`config.mk`:
```
export PLATFORM = sky130hd
export DESIGN_NAME = snn_result_reporter_flat
export DESIGN_NICKNAME = d
export VERILOG_FILES = /design/src/rtl/snn_report_pkg.sv /design/src/rtl/snn_result_reporter_if.sv /design/src/rtl/result_fifo.sv /design/src/rtl/snn_result_reporter.sv /design/src/flat_wrapper.sv
export SDC_FILE = /design/constraint.sdc
export NUM_CORES = 1
export LEC_CHECK = 0
export ABC_AREA = 1
export BUFFER_PORTS_ARGS = -buffer_cell sky130_fd_sc_hd__buf_2
export CAP_MARGIN = 10
export CORE_ASPECT_RATIO = 1.5
export CORE_MARGIN = 2
export CORE_UTILIZATION = 57
export DETAILED_ROUTE_END_ITERATION = 16
export PLACE_DENSITY = 0.75
export RECOVER_POWER = 100
export SLEW_MARGIN = 15
export SYNTH_ARGS = -nofsm -noshare
export SYNTH_HDL_FRONTEND = slang
export SYNTH_HIERARCHICAL = 1
export SYNTH_SLANG_ARGS = --single-unit
```
`constraint.sdc`:
```
create_clock -name clk -period 2.8 [get_ports clk]
set_clock_uncertainty 0.1 [all_clocks]
set_input_delay 0.56 -clock clk [delete_from_list [all_inputs] [get_ports clk]]
set_output_delay 0.56 -clock clk [all_outputs]
set_load 0.1 [all_outputs]
```
`src/rtl/snn_report_pkg.sv`:
```
`default_nettype none
// ============================================================================
//  Module   : snn_report_pkg
//  Purpose  : Shared types and constants for the SNN result reporter:
//             FSM state encoding, ASCII byte constants and the
//             digit-to-ASCII mapping used when formatting a message.
//  Revision : 1.0  initial release
// ============================================================================
package snn_report_pkg;

    typedef enum logic [1:0] {
        IDLE  = 2'd0,
        SEND  = 2'd1,
        GUARD = 2'd2,
        WAIT  = 2'd3
    } state_t;

    localparam logic [7:0] ZERO  = 8'h30;
    localparam logic [7:0] QMARK = 8'h3F;
    localparam logic [7:0] CR    = 8'h0D;
    localparam logic [7:0] LF    = 8'h0A;

    // Digits 0-9 become '0'..'9'; anything the core cannot legally emit
    // is shown as '?' so a corrupted result is visible on the terminal.
    function automatic logic [7:0] digit_to_ascii(input logic [3:0] d);
        if (d <= 4'd9) begin
            return ZERO + {4'h0, d};
        end
        return QMARK;
    endfunction

endpackage
`default_nettype wire

```
`src/rtl/snn_result_reporter_if.sv`:
```
`default_nettype none
// ============================================================================
//  Module   : snn_result_reporter_if
//  Purpose  : Byte handshake between the result reporter and the UART
//             transmitter.
//  Signals  : tx_rdy   - transmitter idle, able to accept a byte
//             tx_start - one-cycle load pulse for tx_data
//             tx_data  - byte to transmit, held until the next tx_start
//  Modports : master (reporter side), slave (transmitter side)
//  Revision : 1.0  initial release
// ============================================================================
interface snn_result_reporter_if;
    logic       tx_rdy;
    logic       tx_start;
    logic [7:0] tx_data;

    modport master (input tx_rdy, output tx_start, output tx_data);
    modport slave  (output tx_rdy, input tx_start, input tx_data);
endinterface
`default_nettype wire

```
`src/rtl/result_fifo.sv`:
```
`default_nettype none
// ============================================================================
//  Module   : result_fifo
//  Purpose  : Small synchronous FIFO holding classification results until
//             the reporter FSM is free to format them.
//  Ports    : clk, rst (sync, active high), push/din (write side),
//             pop/dout (read side, dout shows the head combinationally),
//             full, empty.
//  Notes    : DEPTH must be a power of two, minimum 2, so the pointers
//             wrap naturally. A push while full is accepted only when a pop
//             in the same cycle frees the slot.
//  Revision : 1.0  initial release
// ============================================================================
module result_fifo #(
    parameter int DEPTH = 4,
    parameter int WIDTH = 4
) (
    input  wire logic             clk,
    input  wire logic             rst,
    input  wire logic             push,
    input  wire logic             pop,
    input  wire logic [WIDTH-1:0] din,
    output logic      [WIDTH-1:0] dout,
    output logic                  full,
    output logic                  empty
);
    localparam int AW = $clog2(DEPTH);
    localparam logic [AW:0] c_full_count = (AW+1)'(DEPTH);

    logic [WIDTH-1:0] r_mem [DEPTH];
    logic [AW-1:0]    r_wr_ptr;
    logic [AW-1:0]    r_rd_ptr;
    // One extra bit so that a full FIFO is distinguishable from an empty one.
    logic [AW:0]      r_count;
    logic             w_do_pop;
    logic             w_do_push;

    assign empty     = (r_count == '0);
    assign full      = (r_count == c_full_count);
    assign dout      = r_mem[r_rd_ptr];
    assign w_do_pop  = pop && !empty;
    assign w_do_push = push && (!full || w_do_pop);

    // Storage carries no reset; only the pointers define what is valid.
    always_ff @(posedge clk) begin
        if (w_do_push) begin
            r_mem[r_wr_ptr] <= din;
        end
    end

    always_ff @(posedge clk) begin
        if (rst) begin
            r_wr_ptr <= '0;
            r_rd_ptr <= '0;
            r_count  <= '0;
        end else begin
            if (w_do_push) begin
                r_wr_ptr <= r_wr_ptr + AW'(1);
            end
            if (w_do_pop) begin
                r_rd_ptr <= r_rd_ptr + AW'(1);
            end
            case ({w_do_push, w_do_pop})
                2'b10:   r_count <= r_count + (AW+1)'(1);
                2'b01:   r_count <= r_count - (AW+1)'(1);
                default: r_count <= r_count;
            endcase
        end
    end
endmodule
`default_nettype wire

```
`src/rtl/snn_result_reporter.sv`:
```
`default_nettype none
// ============================================================================
//  Module   : snn_result_reporter
//  Purpose  : Buffers SNN classification results, formats each as ASCII
//             (digit, optionally followed by CR LF) and streams the bytes to
//             the UART transmitter. Also drives the LED status outputs.
//  Ports    : clk, rst          - clock, sync active-high reset
//             done, digit       - result pulse and value from the core
//             tx (master)       - tx_rdy / tx_start / tx_data handshake
//             last_digit        - most recent digit received (LEDs)
//             result_valid      - any result has been accepted
//             overflow          - sticky, a result was dropped (FIFO full)
//             busy              - FIFO non-empty or message in progress
//  Revision : 1.0  initial release
// ============================================================================
module snn_result_reporter
    import snn_report_pkg::*;
#(
    parameter int FIFO_DEPTH = 4,
    parameter bit SEND_CRLF  = 1'b1
) (
    input  wire logic              clk,
    input  wire logic              rst,
    input  wire logic              done,
    input  wire logic [3:0]        digit,
    snn_result_reporter_if.master  tx,
    output logic      [3:0]        last_digit,
    output logic                   result_valid,
    output logic                   overflow,
    output logic                   busy
);
    localparam logic [1:0] c_last_idx = SEND_CRLF ? 2'd2 : 2'd0;

    state_t     r_state;
    logic [3:0] r_msg_digit;
    logic [1:0] r_byte_idx;
    logic       r_tx_start;
    logic [7:0] r_tx_data;
    logic [3:0] r_last_digit;
    logic       r_result_valid;
    logic       r_overflow;

    logic       w_fifo_pop;
    logic       w_push_ok;
    logic       w_full;
    logic       w_empty;
    logic [3:0] w_fifo_dout;
    logic [7:0] w_cur_byte;

    assign w_fifo_pop = (r_state == IDLE) && !w_empty;
    // A pop in the same cycle frees a slot, so a push into a full FIFO is
    // still accepted then.
    assign w_push_ok  = !w_full || w_fifo_pop;

    result_fifo #(
        .DEPTH (FIFO_DEPTH),
        .WIDTH (4)
    ) u_fifo (
        .clk   (clk),
        .rst   (rst),
        .push  (done),
        .pop   (w_fifo_pop),
        .din   (digit),
        .dout  (w_fifo_dout),
        .full  (w_full),
        .empty (w_empty)
    );

    always_comb begin
        w_cur_byte = digit_to_ascii(r_msg_digit);
        case (r_byte_idx)
            2'd1:    w_cur_byte = CR;
            2'd2:    w_cur_byte = LF;
            default: w_cur_byte = digit_to_ascii(r_msg_digit);
        endcase
    end

    always_ff @(posedge clk) begin
        if (rst) begin
            r_state        <= IDLE;
            r_msg_digit    <= 4'd0;
            r_byte_idx     <= 2'd0;
            r_tx_start     <= 1'b0;
            r_tx_data      <= 8'h00;
            r_last_digit   <= 4'd0;
            r_result_valid <= 1'b0;
            r_overflow     <= 1'b0;
        end else begin
            r_tx_start <= 1'b0;

            // The LEDs follow the core even when the FIFO has to drop it.
            if (done) begin
                r_last_digit <= digit;
                if (w_push_ok) begin
                    r_result_valid <= 1'b1;
                end else begin
                    r_overflow <= 1'b1;
                end
            end

            case (r_state)
                IDLE: begin
                    if (!w_empty) begin
                        r_msg_digit <= w_fifo_dout;
                        r_byte_idx  <= 2'd0;
                        r_state     <= SEND;
                    end
                end
                SEND: begin
                    if (tx.tx_rdy) begin
                        r_tx_data  <= w_cur_byte;
                        r_tx_start <= 1'b1;
                        r_state    <= GUARD;
                    end
                end
                // The transmitter needs a cycle to drop tx_rdy after the
                // load pulse; its stale value is ignored here.
                GUARD: begin
                    r_state <= WAIT;
                end
                WAIT: begin
                    if (tx.tx_rdy) begin
                        if (r_byte_idx == c_last_idx) begin
                            r_state <= IDLE;
                        end else begin
                            r_byte_idx <= r_byte_idx + 2'd1;
                            r_state    <= SEND;
                        end
                    end
                end
                default: r_state <= IDLE;
            endcase
        end
    end

    assign tx.tx_start   = r_tx_start;
    assign tx.tx_data    = r_tx_data;
    assign last_digit    = r_last_digit;
    assign result_valid  = r_result_valid;
    assign overflow      = r_overflow;
    assign busy          = !w_empty || (r_state != IDLE);
endmodule
`default_nettype wire

```
`src/flat_wrapper.sv`:
```
// flat-port wrapper written by rule: the top's interface ports become plain ports
module snn_result_reporter_flat import snn_report_pkg::*;
#(
    parameter int FIFO_DEPTH = 4,
    parameter bit SEND_CRLF  = 1'b1
)
  (clk, rst, done, digit, last_digit, result_valid, overflow, busy, tx_tx_rdy, tx_tx_start, tx_tx_data);
  snn_result_reporter_if tx_i ();
  input  wire logic clk;
  input  wire logic rst;
  input  wire logic done;
  input  wire logic [3:0] digit;
  output logic      [3:0] last_digit;
  output logic result_valid;
  output logic overflow;
  output logic busy;
  input wire logic [$bits(tx_i.tx_rdy)-1:0] tx_tx_rdy;
  output wire logic [$bits(tx_i.tx_start)-1:0] tx_tx_start;
  output wire logic [$bits(tx_i.tx_data)-1:0] tx_tx_data;
  assign tx_i.tx_rdy = tx_tx_rdy;
  assign tx_tx_start = tx_i.tx_start;
  assign tx_tx_data = tx_i.tx_data;
  snn_result_reporter #(.FIFO_DEPTH(FIFO_DEPTH), .SEND_CRLF(SEND_CRLF)) u_core (.clk(clk), .rst(rst), .done(done), .digit(digit), .tx(tx_i), .last_digit(last_digit), .result_valid(result_valid), .overflow(overflow), .busy(busy));
endmodule
```
After elaboration in Yosys (flattened, before gate mapping)
Memories as Yosys holds them, arrays and structs flattened. A register that Yosys moved wholly into a read port is not among the register bits.
Index checks and enable logic that the tools add are counted.
Cells by class
  reduce and logical (&&, ||, !) cells: 21
  magnitude comparators: 1
  eq/ne operators: 12
  mux-type cells: 18
  bitwise logic cells: 3
  add/sub/neg operators: 6
Operator list (number)
  8-bit two-way mux: 2
  8-bit case mux with 2 select lines: 1
  2-bit two-way mux: 6
  2-bit == test, second input constant: 4
  2-bit != test, second input constant: 4
  2-bit case mux with 4 select lines: 1
  2-bit AND reduction: 4
  6-bit by 4-bit adder with 7-bit output, first input constant: 1
  2-bit by 1-bit adder with 2-bit output, second input constant: 3
  2-bit by 1-bit == test with 1-bit output, second input constant: 3
  1-bit two-way mux: 6
  3-bit case mux with 2 select lines: 1
  2-bit nonzero test: 3
  4-bit less-or-equal comparator, second input constant: 1
  2-bit case mux with 2 select lines: 1
  4-bit AND reduction: 1
  2-bit OR reduction: 2
  3-bit by 1-bit adder with 3-bit output, second input constant: 1
  3-bit == test, second input constant: 1
  1-bit logical AND: 3
  3-bit zero test: 1
  1-bit logical OR: 3
  1-bit inverter: 3
  3-bit AND reduction: 1
  other kinds (3): 4
Word-level totals
  input port bits: 8
  memory bits (writable): 16
  output and inout bits: 16
  register bits: 26
  word-level logic and storage cells: 72
  memories kept: 1
Memory list
  u_core.u_fifo.r_mem: words 4, width 4, read ports 1, clocked after Yosys merged registers in 1, wr ports 1, line result_fifo.sv:30  | logic [WIDTH-1:0] r_mem [DEPTH];

Depth between registers and ports, before layout
  word-level depth: 8
  gate-level depth with buffers: 16
  gate-level depth less buffers: 16

By module
Netlist, hierarchy kept.
Modules (own cells, without submodules)
  result_fifo: area each 1108.6 um^2, sequential area each 660.6 um^2, cells each 113, instances 1
  snn_result_reporter: area each 958.4 um^2, sequential area each 400.4 um^2, cells each 131, instances 1

Worst setup path after synthesis
OpenSTA, ideal clock, no wires.
  path type: register -> register
  start: reg u_core.r_state[0]
  end: reg u_core.u_fifo.r_count[2]
  arrival: 1960 ps
  data required time: 2587 ps
  cell stages (with the launch flop): 17
  buffers on the path: 0
  path slack: 627 ps
  setup time: 113 ps
  clock period less this slack: 2173 ps
  cell sequence: dfxtp_1 > inv_1 > ha_1 > inv_2 > nor2_4 > inv_1 > nand3_2 > nand2_1 > ha_1 > inv_1 > fa_1 > inv_1 > nand2_1 > nand3_1 > nand2_1 > nand2_1 > nor2_1
Between the ends
  cells in the longest elaborated chain, start to end: 7
  elaborated cells between the ends (all ways): 9
  classes of those cells: 2 x eq/ne; 1 x mux; 6 x reduce/logical
Ends and longest elaborated chain
  start: declaration: line snn_result_reporter.sv:34  | state_t r_state;
  start signal: assignment: line snn_result_reporter.sv:80  | r_state <= IDLE;
  start signal: assignment: line snn_result_reporter.sv:106  | r_state <= SEND;
  start signal: assignment: line snn_result_reporter.sv:113  | r_state <= GUARD;
  2-bit zero test (*): line snn_result_reporter.sv:50  | assign w_fifo_pop = (r_state == IDLE) && !w_empty;
  1-bit logical AND (*): line snn_result_reporter.sv:50
  net u_core.w_fifo_pop: line snn_result_reporter.sv:43  | logic w_fifo_pop;
  1-bit logical AND (*): line result_fifo.sv:41  | assign w_do_pop = pop && !empty;
  1-bit logical OR: line result_fifo.sv:42  | assign w_do_push = push && (!full || w_do_pop);
  1-bit logical AND: line result_fifo.sv:42
  2-bit by 1-bit == test with 1-bit output or 2-bit == test (tied branches): line result_fifo.sv:63  | case ({w_do_push, w_do_pop})
  3-bit case mux with 2 select lines or 2-bit nonzero test (tied branches)
  end signal: assignment: line result_fifo.sv:64  | 2'b10: r_count <= r_count + (AW+1)'(1);
  end signal: assignment: line result_fifo.sv:65  | 2'b01: r_count <= r_count - (AW+1)'(1);
  end signal: assignment: line result_fifo.sv:66  | default: r_count <= r_count;
  end: declaration: line result_fifo.sv:34  | logic [AW:0] r_count;
Mark *: on every way through the listed nets, which the timed path passes. The rest lies on a longest branch.
A chain may end at the register's enable or synchronous reset.

Final worst setup path
Ends and elaborated chain as after synthesis.

==> impl_metrics.toml <==
[drt]
drc = 0
dr.pass1.iters = 4
num_vias = 1518
wire_per_inst_microns = 11.4
vias_per_cell = 4.90
route.antenna.remaining_nets = 0
wl_mm = 3.52
drt_iter0_markers = 31

[place]
portBuffers = 21
place_area_sq_um = 2190
place_congestion = 0.751
post-dp-hpwl_mm = 2.68

[worst_setup_path]
crit_buf_inv = 4
critical_path.max_stage_delay_ns = 0.43
endpoint_kind = "register"
arrival_ns = 2.59
rr_startpoint = "u_core/r_state[0]$_SDFFE_PP0P_"
cp_top_family = "adder cells"
startpoint = "u_core/r_state[0]$_SDFFE_PP0P_"
crit_type = "reg -> reg"
cp_cell_sequence = "inv_1, ha_1, inv_1, nor2_4, inv_1, nand3_2, nand2_1, ha_1, inv_1, fa_1, nand2_1, nand3_1, nand2_1, nand2_1, nor2_1"
crit_path_max_fanout = 8
required_ns = 2.94
critPathLaunchType = "register"
crit_slowest_cell = "dfxtp_1"

[cts]
cts_setup_buffers = 0
cts_root_buf = "clkbuf_8"
cts_made_buffers = 5
ctsHoldBuffers = 0
worstSkewPairLatency_ns = 0.30
cts_buffer_depth = 2
cts-resized-gates = 0
htreeDepth = 2
cts_tree = "built"
clock-sinks = 45
clkTransAtPathRegs_ns = 0.09

[die]
initial_core_util_pct = 59.9
fp.dieH_microns = 77.8
std_cell_rows = 26
die_area_sq_um = 4130
die_width_microns = 53.2
ios = 24
core_sq_um = 3450

[sta]
grt_setup_unrepaired = "no"
tightest_slew_ns = 1.19
fmax_mhz = 408
period_share_pct = 87.5
maxSlewViolCount = 0
fin_crit_ns = 2.45
relSlewSlack_pct = 20.8
final.setup.tns_ns = 0
hold_viol_final = 0
setup_viol = 0

[run_status]
status = "finished, final reports clean"

[flow_run]
cap_viol_max_count = 0

[global_route]
grt_pass1_wl_mm = 5.82
grt_max_degree = 17
grt-ovfl-total = 0
antenna_found_initial = 0
grt_pass1_vias = 1419
grt_usage_pct = 19.3

[worst_hold_path]
min_from = "u_core/overflow$_SDFFE_PP0P_"
hold_path.class = "reg -> reg"

[cells_and_area]
layout-drive-gt1-share_pct = 9.70
nFillCells = 313
nets = 286
diodes = 0
final_common_cell = "nor2_1"
syn_to_final_growth_pct = 9.56
finalInstanceArea_sq_um = 2260
final_cell_mix = "nor2_1 (42), nand2_1 (35), inv_1 (34)"

[pwr]
peakVddDrop_mv = 0.803
power_leakage_nw = 0.959
p_per_area_nw_per_um2 = 1070

[logic_synthesis]
synth_cell_types = 24
yosys_warnings = 6
syn_inst = 244
synth_area_per_cell_sq_um = 8.47
ys_ff_latch = 45
syn_area_sq_um = 2070
ys_seq_area_share_pct = 51.3
## Yosys cell counts, drive strengths merged
cell type / count / area share (%)
a21oi: 17 / 4.7
o21ai: 22 / 5.3
inv: 38 / 6.9
fa: 1 / 0.97
buf: 6 / 1.9
nand2: 39 / 7.9
dfxtp: 29 / 28
nor3: 1 / 0.24
o21a: 1 / 0.36
o22ai: 4 / 1.2
edfxtp: 16 / 23
conb: 1 / 0.18
ha: 10 / 6.1
nor2: 47 / 9.7
nand3: 12 / 3.1
## flip-flops by register name (all words and copies together) (netlist names), 2 cells and up, named ones only
name                    cells
u_core/r_byte_idx           2
u_core/r_msg_digit          4
u_core/r_state              2
u_core/tx.tx_data           5
u_core/u_fifo/r_mem        16
u_core/u_fifo/r_rd_ptr      2
u_core/u_fifo/r_count       3
u_core/u_fifo/r_wr_ptr      2
u_core/last_digit           4
## cells by family (layout without fill, tap and decap cells)
kind of cell             after synthesis  after routing  synth area share (%)
adder cells (fa/ha/maj)               11             11                  7.02
AO/OA/AOI/OAI                         44             44                  11.6
buffers and inverters                 44             67                  8.84
flip-flops                            45             45                  51.3
AND/OR/NAND/NOR                       99             99                  21.1
other                                  1              2                 0.181
## per-stage QoR
| step | utilization (%) | power [W] | setup WS [ns] | cells | hold WS, ns |
|---|---|---|---|---|---|
| 2_1_floorplan | - | 0.00180 | 0.627 | 245 | 0.330 |
| 3_3_place_gp | 63.5 | 0.00195 | 0.522 | 302 | 0.338 |
| 3_5_place_dp | 63.5 | 0.00197 | 0.421 | 302 | 0.343 |
| 4_1_cts | 66.8 | 0.00248 | 0.392 | 310 | 0.357 |
| 5_1_grt | 65.7 | 0.00260 | 0.0804 | 310 | 0.395 |
| 6_report | 65.7 | 0.00243 | 0.350 | 310 | 0.361 |
## tightest hold or removal path, stage by stage, from the launching register on
cell     delay (ns)
dfxtp_1        0.32
inv_1          0.05
a21oi_1        0.06
## final cells by class
cell class	count	area (sq um)	area share, %
clock buffers	5	68.8	3.04
clock inverters	3	47.5	2.10
inverters	38	143	6.30
multi-input cells	156	810	35.7
flip-flops and latches	45	1060	46.9
well taps	42	52.6	2.32
repair buffers	21	82.6	3.65
## power breakdown
group	total, W	switching (W)	leakage, nW	internal (W)
Sequential	0.000879	0.0000826	0.385	0.000797
Clock	0.000506	0.000234	0.0591	0.000272
Combinational	0.00104	0.000777	0.515	0.000263
## routing by layer
metal | vias up | track usage [%] | part of all wire, %
met2 | 23 | 36.5 | 54
met3 | 5 | 4.62 | 3.2
met1 | 672 | 18.8 | 41
met5 | - | 0 | 0
li1 | 818 | - | -
met4 | 0 | 7.69 | 1.3
## worst paths after layout
check,depth (start not counted),to,slack (ns)
min,2,u_core/overflow$_SDFFE_PP0P_,0.36
max,15,u_core/u_fifo/r_count[2]$_SDFFE_PP0P_,0.35
min reg2reg,2,u_core/overflow$_SDFFE_PP0P_,0.36
max reg2reg,15,u_core/u_fifo/r_count[2]$_SDFFE_PP0P_,0.35
Note: power is estimated with default switching activity, not from simulation.
